## src/rtl/pll_lock_supervisor_if.sv

```systemverilog
// Avalon-MM read-only bus between the lock supervisor (master) and the
// PLL reset monitor CSR slave.
interface pll_lock_supervisor_if;
  logic [3:0]  avm_address;
  logic        avm_read;
  logic        avm_waitrequest;
  logic [31:0] avm_readdata;
  logic        avm_readdatavalid;

  modport master (
    output avm_address,
    output avm_read,
    input  avm_waitrequest,
    input  avm_readdata,
    input  avm_readdatavalid
  );

  modport slave (
    input  avm_address,
    input  avm_read,
    output avm_waitrequest,
    output avm_readdata,
    output avm_readdatavalid
  );
endinterface

```

## src/rtl/pll_lock_supervisor.sv

```systemverilog
// Polls the PLL reset monitor CSR over Avalon-MM, decodes lock status and
// issues a bounded number of PLL reset pulses when lock fails.
module pll_lock_supervisor #(
  parameter int unsigned POLL_INTERVAL = 64,
  parameter int unsigned RESET_CYCLES  = 4,
  parameter int unsigned MAX_RETRIES   = 3,
  parameter int unsigned READ_TIMEOUT  = 16,
  parameter int unsigned SUCCESS_BIT   = 24,
  parameter int unsigned FAILURE_BIT   = 26
) (
  input  logic                  clk,
  input  logic                  reset,
  input  logic                  enable,
  pll_lock_supervisor_if.master avm,
  output logic                  pll_reset_request,
  output logic                  locked,
  output logic                  failed,
  output logic [3:0]            retry_count,
  output logic [31:0]           last_status,
  output logic                  read_timeout_err
);
  localparam int unsigned POLL_W  = $clog2(POLL_INTERVAL + 1);
  localparam int unsigned TMO_W   = $clog2(READ_TIMEOUT + 1);
  localparam int unsigned PULSE_W = $clog2(RESET_CYCLES + 1);

  typedef enum logic [2:0] {
    IDLE, WAIT_POLL, READ, WAIT_DATA, DECIDE, RESET_PULSE, FAILED
  } state_t;

  state_t state, next_state;

  logic [POLL_W-1:0]  poll_cnt, poll_nxt;
  logic [TMO_W-1:0]   tmo_cnt, tmo_nxt;
  logic [PULSE_W-1:0] pulse_cnt, pulse_nxt;
  logic               read_q, read_nxt, rreq_nxt;
  logic               locked_nxt, failed_nxt, tmo_err_nxt;
  logic [3:0]         retry_nxt;
  logic [31:0]        status_nxt;

  logic accept_c, rdv_c, poll_done_c, tmo_done_c, pulse_done_c, fail_c, ok_c, can_retry_c;

  assign accept_c     = (state == READ) && !avm.avm_waitrequest;
  assign rdv_c        = avm.avm_readdatavalid;
  assign poll_done_c  = (poll_cnt == '0);
  assign tmo_done_c   = (tmo_cnt == TMO_W'(READ_TIMEOUT - 1));
  assign pulse_done_c = (pulse_cnt == '0);
  // Failure bit wins when the monitor reports both bits.
  assign fail_c       = last_status[FAILURE_BIT];
  assign ok_c         = last_status[SUCCESS_BIT] && !last_status[FAILURE_BIT];
  assign can_retry_c  = (retry_count < 4'(MAX_RETRIES));

  always_ff @(posedge clk or posedge reset) begin
    if (reset) state <= IDLE;
    else       state <= next_state;
  end

  always_comb begin
    next_state = state;
    case (state)
      IDLE:        if (enable) next_state = WAIT_POLL;
      WAIT_POLL:   if (!enable) next_state = IDLE;
                   else if (poll_done_c) next_state = READ;
      READ:        if (accept_c) next_state = rdv_c ? DECIDE : WAIT_DATA;
      WAIT_DATA:   if (rdv_c) next_state = DECIDE;
                   else if (tmo_done_c) next_state = WAIT_POLL;
      DECIDE:      if (!enable) next_state = IDLE;
                   else if (fail_c) next_state = can_retry_c ? RESET_PULSE : FAILED;
                   else next_state = WAIT_POLL;
      RESET_PULSE: if (pulse_done_c) next_state = WAIT_POLL;
      FAILED:      next_state = FAILED;
      default:     next_state = IDLE;
    endcase
  end

  // Next values of every registered output and counter.
  always_comb begin
    read_nxt    = (next_state == READ);
    rreq_nxt    = (next_state == RESET_PULSE);
    poll_nxt    = poll_cnt;
    tmo_nxt     = tmo_cnt;
    pulse_nxt   = pulse_cnt;
    locked_nxt  = locked;
    failed_nxt  = failed;
    retry_nxt   = retry_count;
    status_nxt  = last_status;
    tmo_err_nxt = read_timeout_err;

    if ((next_state == WAIT_POLL) && (state != WAIT_POLL))
      poll_nxt = POLL_W'(POLL_INTERVAL - 1);
    else if ((state == WAIT_POLL) && !poll_done_c)
      poll_nxt = poll_cnt - POLL_W'(1);

    case (state)
      READ: begin
        tmo_nxt = '0;
        if (accept_c && rdv_c) status_nxt = avm.avm_readdata;
      end
      WAIT_DATA: begin
        tmo_nxt = tmo_cnt + TMO_W'(1);
        if (rdv_c) status_nxt = avm.avm_readdata;
        else if (tmo_done_c) tmo_err_nxt = 1'b1;
      end
      DECIDE: begin
        if (enable) begin
          locked_nxt = ok_c;
          if (ok_c) retry_nxt = '0;
          if (fail_c && can_retry_c) begin
            retry_nxt = (retry_count == 4'd15) ? 4'd15 : retry_count + 4'd1;
            pulse_nxt = PULSE_W'(RESET_CYCLES - 1);
          end else if (fail_c) begin
            failed_nxt = 1'b1;
          end
        end
      end
      RESET_PULSE: if (!pulse_done_c) pulse_nxt = pulse_cnt - PULSE_W'(1);
      default: ;
    endcase
  end

  always_ff @(posedge clk or posedge reset) begin
    if (reset) begin
      poll_cnt          <= '0;
      tmo_cnt           <= '0;
      pulse_cnt         <= '0;
      read_q            <= 1'b0;
      pll_reset_request <= 1'b0;
      locked            <= 1'b0;
      failed            <= 1'b0;
      retry_count       <= '0;
      last_status       <= '0;
      read_timeout_err  <= 1'b0;
    end else begin
      poll_cnt          <= poll_nxt;
      tmo_cnt           <= tmo_nxt;
      pulse_cnt         <= pulse_nxt;
      read_q            <= read_nxt;
      pll_reset_request <= rreq_nxt;
      locked            <= locked_nxt;
      failed            <= failed_nxt;
      retry_count       <= retry_nxt;
      last_status       <= status_nxt;
      read_timeout_err  <= tmo_err_nxt;
    end
  end

  assign avm.avm_address = 4'd0;
  assign avm.avm_read    = read_q;
endmodule

```

## src/flat_wrapper.sv

```systemverilog
// flat-port wrapper written by rule: the top's interface ports become plain ports
module pll_lock_supervisor_flat 
#(
  parameter int unsigned POLL_INTERVAL = 64,
  parameter int unsigned RESET_CYCLES  = 4,
  parameter int unsigned MAX_RETRIES   = 3,
  parameter int unsigned READ_TIMEOUT  = 16,
  parameter int unsigned SUCCESS_BIT   = 24,
  parameter int unsigned FAILURE_BIT   = 26
)
  (clk, reset, enable, pll_reset_request, locked, failed, retry_count, last_status, read_timeout_err, avm_avm_address, avm_avm_read, avm_avm_waitrequest, avm_avm_readdata, avm_avm_readdatavalid);
  pll_lock_supervisor_if avm_i ();
  input  logic clk;
  input  logic reset;
  input  logic enable;
  output logic pll_reset_request;
  output logic locked;
  output logic failed;
  output logic [3:0] retry_count;
  output logic [31:0] last_status;
  output logic read_timeout_err;
  output wire logic [$bits(avm_i.avm_address)-1:0] avm_avm_address;
  output wire logic [$bits(avm_i.avm_read)-1:0] avm_avm_read;
  input wire logic [$bits(avm_i.avm_waitrequest)-1:0] avm_avm_waitrequest;
  input wire logic [$bits(avm_i.avm_readdata)-1:0] avm_avm_readdata;
  input wire logic [$bits(avm_i.avm_readdatavalid)-1:0] avm_avm_readdatavalid;
  assign avm_avm_address = avm_i.avm_address;
  assign avm_avm_read = avm_i.avm_read;
  assign avm_i.avm_waitrequest = avm_avm_waitrequest;
  assign avm_i.avm_readdata = avm_avm_readdata;
  assign avm_i.avm_readdatavalid = avm_avm_readdatavalid;
  pll_lock_supervisor #(.POLL_INTERVAL(POLL_INTERVAL), .RESET_CYCLES(RESET_CYCLES), .MAX_RETRIES(MAX_RETRIES), .READ_TIMEOUT(READ_TIMEOUT), .SUCCESS_BIT(SUCCESS_BIT), .FAILURE_BIT(FAILURE_BIT)) u_core (.clk(clk), .reset(reset), .enable(enable), .avm(avm_i), .pll_reset_request(pll_reset_request), .locked(locked), .failed(failed), .retry_count(retry_count), .last_status(last_status), .read_timeout_err(read_timeout_err));
endmodule
```

## config.mk

```make
export PLATFORM = sky130hd
export DESIGN_NAME = pll_lock_supervisor_flat
export DESIGN_NICKNAME = d
export VERILOG_FILES = /design/src/rtl/pll_lock_supervisor_if.sv /design/src/rtl/pll_lock_supervisor.sv /design/src/flat_wrapper.sv
export SDC_FILE = /design/constraint.sdc
export NUM_CORES = 1
export LEC_CHECK = 0
export BUFFER_PORTS_ARGS = -buffer_cell sky130_fd_sc_hd__buf_4
export CELL_PAD_IN_SITES_DETAIL_PLACEMENT = 1
export CELL_PAD_IN_SITES_GLOBAL_PLACEMENT = 1
export CORE_ASPECT_RATIO = 1.1
export CORE_UTILIZATION = 40
export CTS_CLUSTER_DIAMETER = 30
export DETAILED_ROUTE_END_ITERATION = 10
export GPL_ROUTABILITY_DRIVEN = 0
export PLACE_DENSITY_LB_ADDON = 0.1
export SLEW_MARGIN = 30
export SYNTH_ARGS = -nofsm -noshare
export SYNTH_HDL_FRONTEND = slang
export SYNTH_SLANG_ARGS = --single-unit
```

## constraint.sdc

```tcl
create_clock -name clk -period 2.67 [get_ports clk]
set_input_delay 0.267 -clock clk [delete_from_list [all_inputs] [get_ports clk]]
set_output_delay 0.267 -clock clk [all_outputs]
set_load 0.1 [all_outputs]
```

==> results of run 1 <==
==> state kept, by name, summed over array words and instances (netlist names) <==
name	cells
u_core.avm.avm_read	1
u_core.pll_reset_request	1
u_core.failed	1
u_core.read_timeout_err	1
u_core.locked	1
u_core.last_status	32
u_core.tmo_cnt	5
u_core.poll_cnt	7
u_core.state	3
u_core.retry_count	4
u_core.pulse_cnt	3
==> layout by cell type (no fill, tap or decap), types with 2 or more instances in the layout <==
| master | instances |
|---|---|
| a22o_1 | 4 |
| and2_1 | 3 |
| buf_4 | 80 |
| clkbuf_8 | 12 |
| clkinv_2 | 2 |
| conb_1 | 4 |
| dfrtp_1 | 59 |
| ha_1 | 6 |
| inv_1 | 11 |
| inv_2 | 2 |
| mux2_2 | 33 |
| nand2_1 | 12 |
| nand2b_1 | 3 |
| nand3_1 | 4 |
| nand3_2 | 2 |
| nand3b_1 | 3 |
| nor2_1 | 4 |
| nor2b_1 | 5 |
| nor3_1 | 5 |
| nor3b_1 | 3 |
| o21ai_0 | 10 |
| xnor2_1 | 5 |
==> cell families (layout without fill, tap and decap cells) <==
family / Yosys count / after routing / synth area share
multiplexers: 34 / 34 / 0.142
buffers and inverters: 24 / 108 / 0.0480
AND/OR/NAND/NOR: 56 / 56 / 0.132
XOR/XNOR: 5 / 5 / 0.0163
AO/OA/AOI/OAI: 27 / 27 / 0.0829
other: 1 / 4 / 0.00140
flip-flops: 59 / 59 / 0.550
adder cells (fa/ha/maj): 6 / 6 / 0.0279
==> area by class of cell <==
type / count / area share
sequential: 59 / 0.422
tap: 80 / 0.0286
clock buffer: 13 / 0.0483
timing repair buffer: 80 / 0.172
multi-input combinational: 132 / 0.312
inverter: 13 / 0.0140
clock inverter: 2 / 0.00286
==> cells in the mapped netlist (2+ instances only) <==
cell type   n
nand2b_1    3
nand3_2     2
and2_1      3
mux2_2     33
buf_6       2
buf_2       4
nand2_1    12
dfrtp_1    59
ha_1        6
nand3b_1    3
o21ai_0    10
a22o_1      4
nor3b_1     3
nor3_1      5
nor2b_1     5
buf_4       5
nand3_1     4
inv_1      12
xnor2_1     5
nor2_1      4
==> how the worst min path moves through the flow <==
stage | endpoint | depth (start not counted) | slack, ns | startpoint
5_1_grt | u_core.last_status[21] | 2 | 0.06 | reset
3_3_place_gp | u_core.last_status[3] | 2 | 0.37 | reset
4_1_cts | u_core.last_status[23] | 2 | 0.009 | reset
3_5_place_dp | u_core.last_status[3] | 2 | 0.37 | reset
2_1_floorplan | u_core.last_status[0] | 1 | 0.42 | avm_avm_readdata[0]
6_report | u_core.last_status[15] | 2 | 0.002 | reset
==> per-stage QoR <==
step / cells / area [um2]
2_1_floorplan: 215 / 2700
3_3_place_gp: 364 / 3320
3_5_place_dp: 364 / 3320
4_1_cts: 379 / 3500
5_1_grt: 379 / 3500
6_report: 379 / 3500
==> routing by layer <==
metal	vias to the layer above	global-route usage
met4	0	0.0877
met3	6	0.0719
met1	957	0.243
li1	902	-
met5	-	0
met2	52	0.302
==> power breakdown <==
group	switching, uW	total, uW	internal [uW]
Sequential	94.3	1110	1010
Clock	331	736	405
Combinational	734	983	249
Total	1160	2820	1660
==> worst max-delay path: stages, from the launching register on <==
cell	delay, ns
dfrtp_1	0.39
ha_1	0.20
and3_1	0.16
ha_1	0.15
o21ai_0	0.08
o2bb2ai_1	0.17
a211oi_2	0.36
nand3_1	0.32
o311a_1	0.23
==> reports/metrics.cfg, run 1 <==
[drt]
met3WireLength_um = 443
drt-initial-drc-count = 55
wl_per_cell_um = 16.0
route.vias.total = 1917
drt-vias-per-instance = 5.06
wl_um = 6070
firstDrtPassIters = 2
wl_met1_um = 2640
antenna_left = 0
met2WireLength_um = 2920
drc_errors = 0
routed.top_layer = met4

[global_routing]
grt_usage = 0.195
grt_pass1_vias = 2117
grt_max_degree = 33
overflow = 0
grt_antenna_before_repair = 0
grt_pass1_wl_um = 10200

[floorplan]
coreArea_mm2 = 0.00634
num_io_pins = 82
start_util = 0.423
die_x_um = 80.1
die_area_mm2 = 0.00705
die_h_um = 88.0
fp-row-count = 30

[critical_path]
crit_fanout = 7
worstReg2RegStart = u_core.tmo_cnt[0]
startpoint = u_core.tmo_cnt[0]
reg2regPathDepth = 8
r2r_slack_ns = 0.51
endpoint_kind = register
worst_ep_arrival_time_ns = 2.37
rr_endpoint = u_core.poll_cnt[6]
cp-start-kind = register
cp.required_ns = 2.88
cp-endpoint = u_core.poll_cnt[6]
path_class = register to register

[synth]
synth_top_area_share = 0.550
yosys_most_used_dff = dfrtp_1
synth.area.top_cells = dfrtp_1 (55%), mux2_2 (14%), ha_1 (2.8%)
synth_area_mm2 = 0.00269
syn-mean-instance-area_um2 = 12.7
synth_cell_types = 48
yosys_warnings = 0
synth_top_area_cell = dfrtp_1
synth_edf_count = 0
synth-async-reset-ratio = 1.00
synth_cells = 212
seq_area_frac_synth = 0.550
synth_seq_cells = 59

[clock_network]
postCtsHoldBufs = 0
cts.sinks = 59
post_cts_buffers = 0
clock_latency_ns = 0.32
cts_root_buf = clkbuf_8
cts_tree = yes
cts-buffers-inserted = 9
cts_resized = 0
cts_buffer_depth = 2
clkSlewWorstSetupHoldPaths_ns = 0.06
htreeDepth = 3

[finish]
regArea_mm2 = 0.00148
fin_nets = 338
drive_gt1_frac = 0.468
multi_input_comb_area_mm2 = 0.00109
fillerInstances = 678
diodes = 0
utilization = 0.551
area_delta_synth_final_pct = 30.2

[sta]
rsz0062_at_grt = no
report.final.setup_viol = 0
setup-tns-final_ns = 0
hold_ws_ns = 0.00153
setup_slack_ns = 0.507
fmax_mhz = 462
fin_crit_ns = 2.16
hold_viol = 0
maxSlewViolCount = 0
timing.final.crit_share = 0.810
finClkSkew_ns = 0.00472
slew_headroom = 0.625
worst_slew_pin_slew_ns = 0.560

[placement]
portBuffers = 77
place_ws_ns = 0.511
detailed_place_hpwl_um = 4430

[power_and_ir_drop]
power.total_uw = 2820
vdd.ir_drop.worst_uv = 530
power.leakage_uw = 0.00176
p_per_area_mw_per_mm2 = 807

[min_path]
holdCritPathClass = input pin to asynchronous set/reset pin

[outcome]
status = finished, final reports clean

[flow_run]
cap_violations = 0

Power figures use the tool's default switching activity.
==> run 2, diff against run 1 <==
- CORE_UTILIZATION: 40 -> 36
- clock period: 2.67 -> 1.9 ns (I/O delays scaled with it)
==> run 2 against run 1 <==
The flow now finishes with violations (DRC, setup timing); non-clock buffer count increased by 28; largest cell class unchanged; core utilization decreased by 0.60 points; sequential share of layout area decreased by 4.0 points; clock-buffer cell count decreased by 4.
==> reports/metrics.cfg, run 2 (same netlist as run 1, synthesis figures left out) <==
[outcome]
status = finished with violations
violations = DRC, setup timing

[finish]
drive_gt1_frac = 0.585
final_cell_mix = buf_4 (103), dfrtp_1 (53), mux2_2 (33)
largest_register_ffs = 32
reg.largest.list = u_core.last_status (32), u_core.poll_cnt (7), u_core.tmo_cnt (5)
regMostFlops = u_core.last_status
area_delta_synth_final_pct = 44.7
fin_nets = 366
stdcell_count = 413
utilization = 0.545
final_common_cell = buf_4
diodes = 0

[drt]
antenna_left = 0
drt-vias-per-instance = 4.95
drt-initial-drc-count = 95
firstDrtPassIters = 7
route.vias.total = 2043
wl_per_cell_um = 16.2
drc_errors = 2
wl_um = 6710

[clock_network]
htreeDepth = 3
clkSlewWorstSetupHoldPaths_ns = 0.07
cts_root_buf = clkbuf_8
cts_buffer_depth = 2
clock_latency_ns = 0.34
cts-buffers-inserted = 9
cts.sinks = 59
cts_tree = yes

[floorplan]
coreArea_mm2 = 0.00713
num_io_pins = 82
die_h_um = 92.6
fp-row-count = 32
start_util = 0.377
die_area_mm2 = 0.00781
die_x_um = 84.4

[global_routing]
grt_usage = 0.181
overflow = 0
grt_pass1_vias = 2267
grt_antenna_before_repair = 0
grt_pass1_wl_um = 10800
grt_max_degree = 32

[min_path]
holdCritPathClass = input pin to register
holdPathStages = 2

[critical_path]
cp_slowest_cell = dfrtp_1
slowest_delay_ns = 0.40
cp-endpoint = u_core.poll_cnt[0]
rr_endpoint = u_core.poll_cnt[0]
cp-start-kind = register
worstReg2RegStart = u_core.poll_cnt[0]
crit_fanout = 5
endpoint_kind = register
r2r_slack_ns = -0.03
reg2regPathDepth = 8
worstPathCellList = inv_2 -> ha_4 -> or3b_4 -> o41ai_4 -> buf_4 -> buf_4 -> xnor2_1 -> nand2_1
worst_ep_arrival_time_ns = 2.15
startpoint = u_core.poll_cnt[0]
cp_common_cell = buf_4
path_class = register to register
cp.required_ns = 2.12

[sta]
finClkSkew_ns = 0.00722
slew_headroom = 0.660
worst_slew_pin_slew_ns = 0.509
timing.final.crit_share = 1.02
fin_crit_ns = 1.93
setup_slack_ns = -0.0333
fmax_mhz = 517
setup-tns-final_ns = -0.0360
rsz0062_at_grt = yes
report.final.setup_viol = 2
hold_viol = 0
maxSlewViolCount = 0

[flow_run]
cap_violations = 0

[power_and_ir_drop]
p_per_area_mw_per_mm2 = 1090
vdd.ir_drop.worst_uv = 564
power.leakage_uw = 0.00192

[placement]
detailed_place_hpwl_um = 4690
dp.cells = 388
portBuffers = 77

## run 2: per-layer routing
metal  global-route usage  routed length, um  share of wire
met1                0.214               2750           0.41
met2                0.303               3480           0.52
met3               0.0704                413          0.062
met4               0.0636                 65         0.0097
met5                    0                  0              0
## run 2: where the power goes
group          internal, uW  switching, uW  total [uW]
Clock                   600            532        1130
Sequential             1420            128        1550
Combinational           472           1100        1570
Total                  2490           1760        4250
## run 2: layout make-up
class	instances	area, um2
fillers	746	3240
flip-flops and latches	59	1480
multi-input cells	132	1210
repair buffers	108	846
clock buffers	9	124
well taps	85	106
clock inverters	7	68.8
inverters	13	48.8
## run 2: worst min path at each step
stage / start / to
floorplan: avm_avm_readdata[26] / u_core.last_status[26]
detailed placement: reset / u_core.last_status[4]
finish: avm_avm_readdata[3] / u_core.last_status[3]
CTS: avm_avm_readdata[3] / u_core.last_status[3]
global placement: reset / u_core.last_status[3]
global route: avm_avm_readdata[1] / u_core.last_status[1]
## run 2: critical path, delay by kind of cell, from the launching register on
kind / cells / cell delay, ns
AND/OR/NAND/NOR: 2 / 0.46
buffers and inverters: 3 / 0.41
flip-flops: 1 / 0.40
AO/OA/AOI/OAI: 1 / 0.31
adder cells (fa/ha/maj): 1 / 0.12
XOR/XNOR: 1 / 0.11
## run 2: through the flow
step,cell area (um2),setup WS [ns],total power [uW],hold WS [ns]
2_1_floorplan,2740,-0.0564,2640,0.342
3_3_place_gp,3530,-0.0357,3020,0.263
3_5_place_dp,3530,-0.0560,3060,0.264
4_1_cts,3740,0.00393,4230,0.0538
5_1_grt,3890,-0.114,4430,0.0569
6_report,3890,-0.0333,4250,0.0746
## run 2: what timing repair did
action                                  4_1_cts  5_1_grt
resized for setup                             3       20
hold buffers                                  1        0
hold endpoints to repair                     19        0
pin swaps                                     1       13
endpoints found under the setup margin       11       30
setup buffers                                 0        8
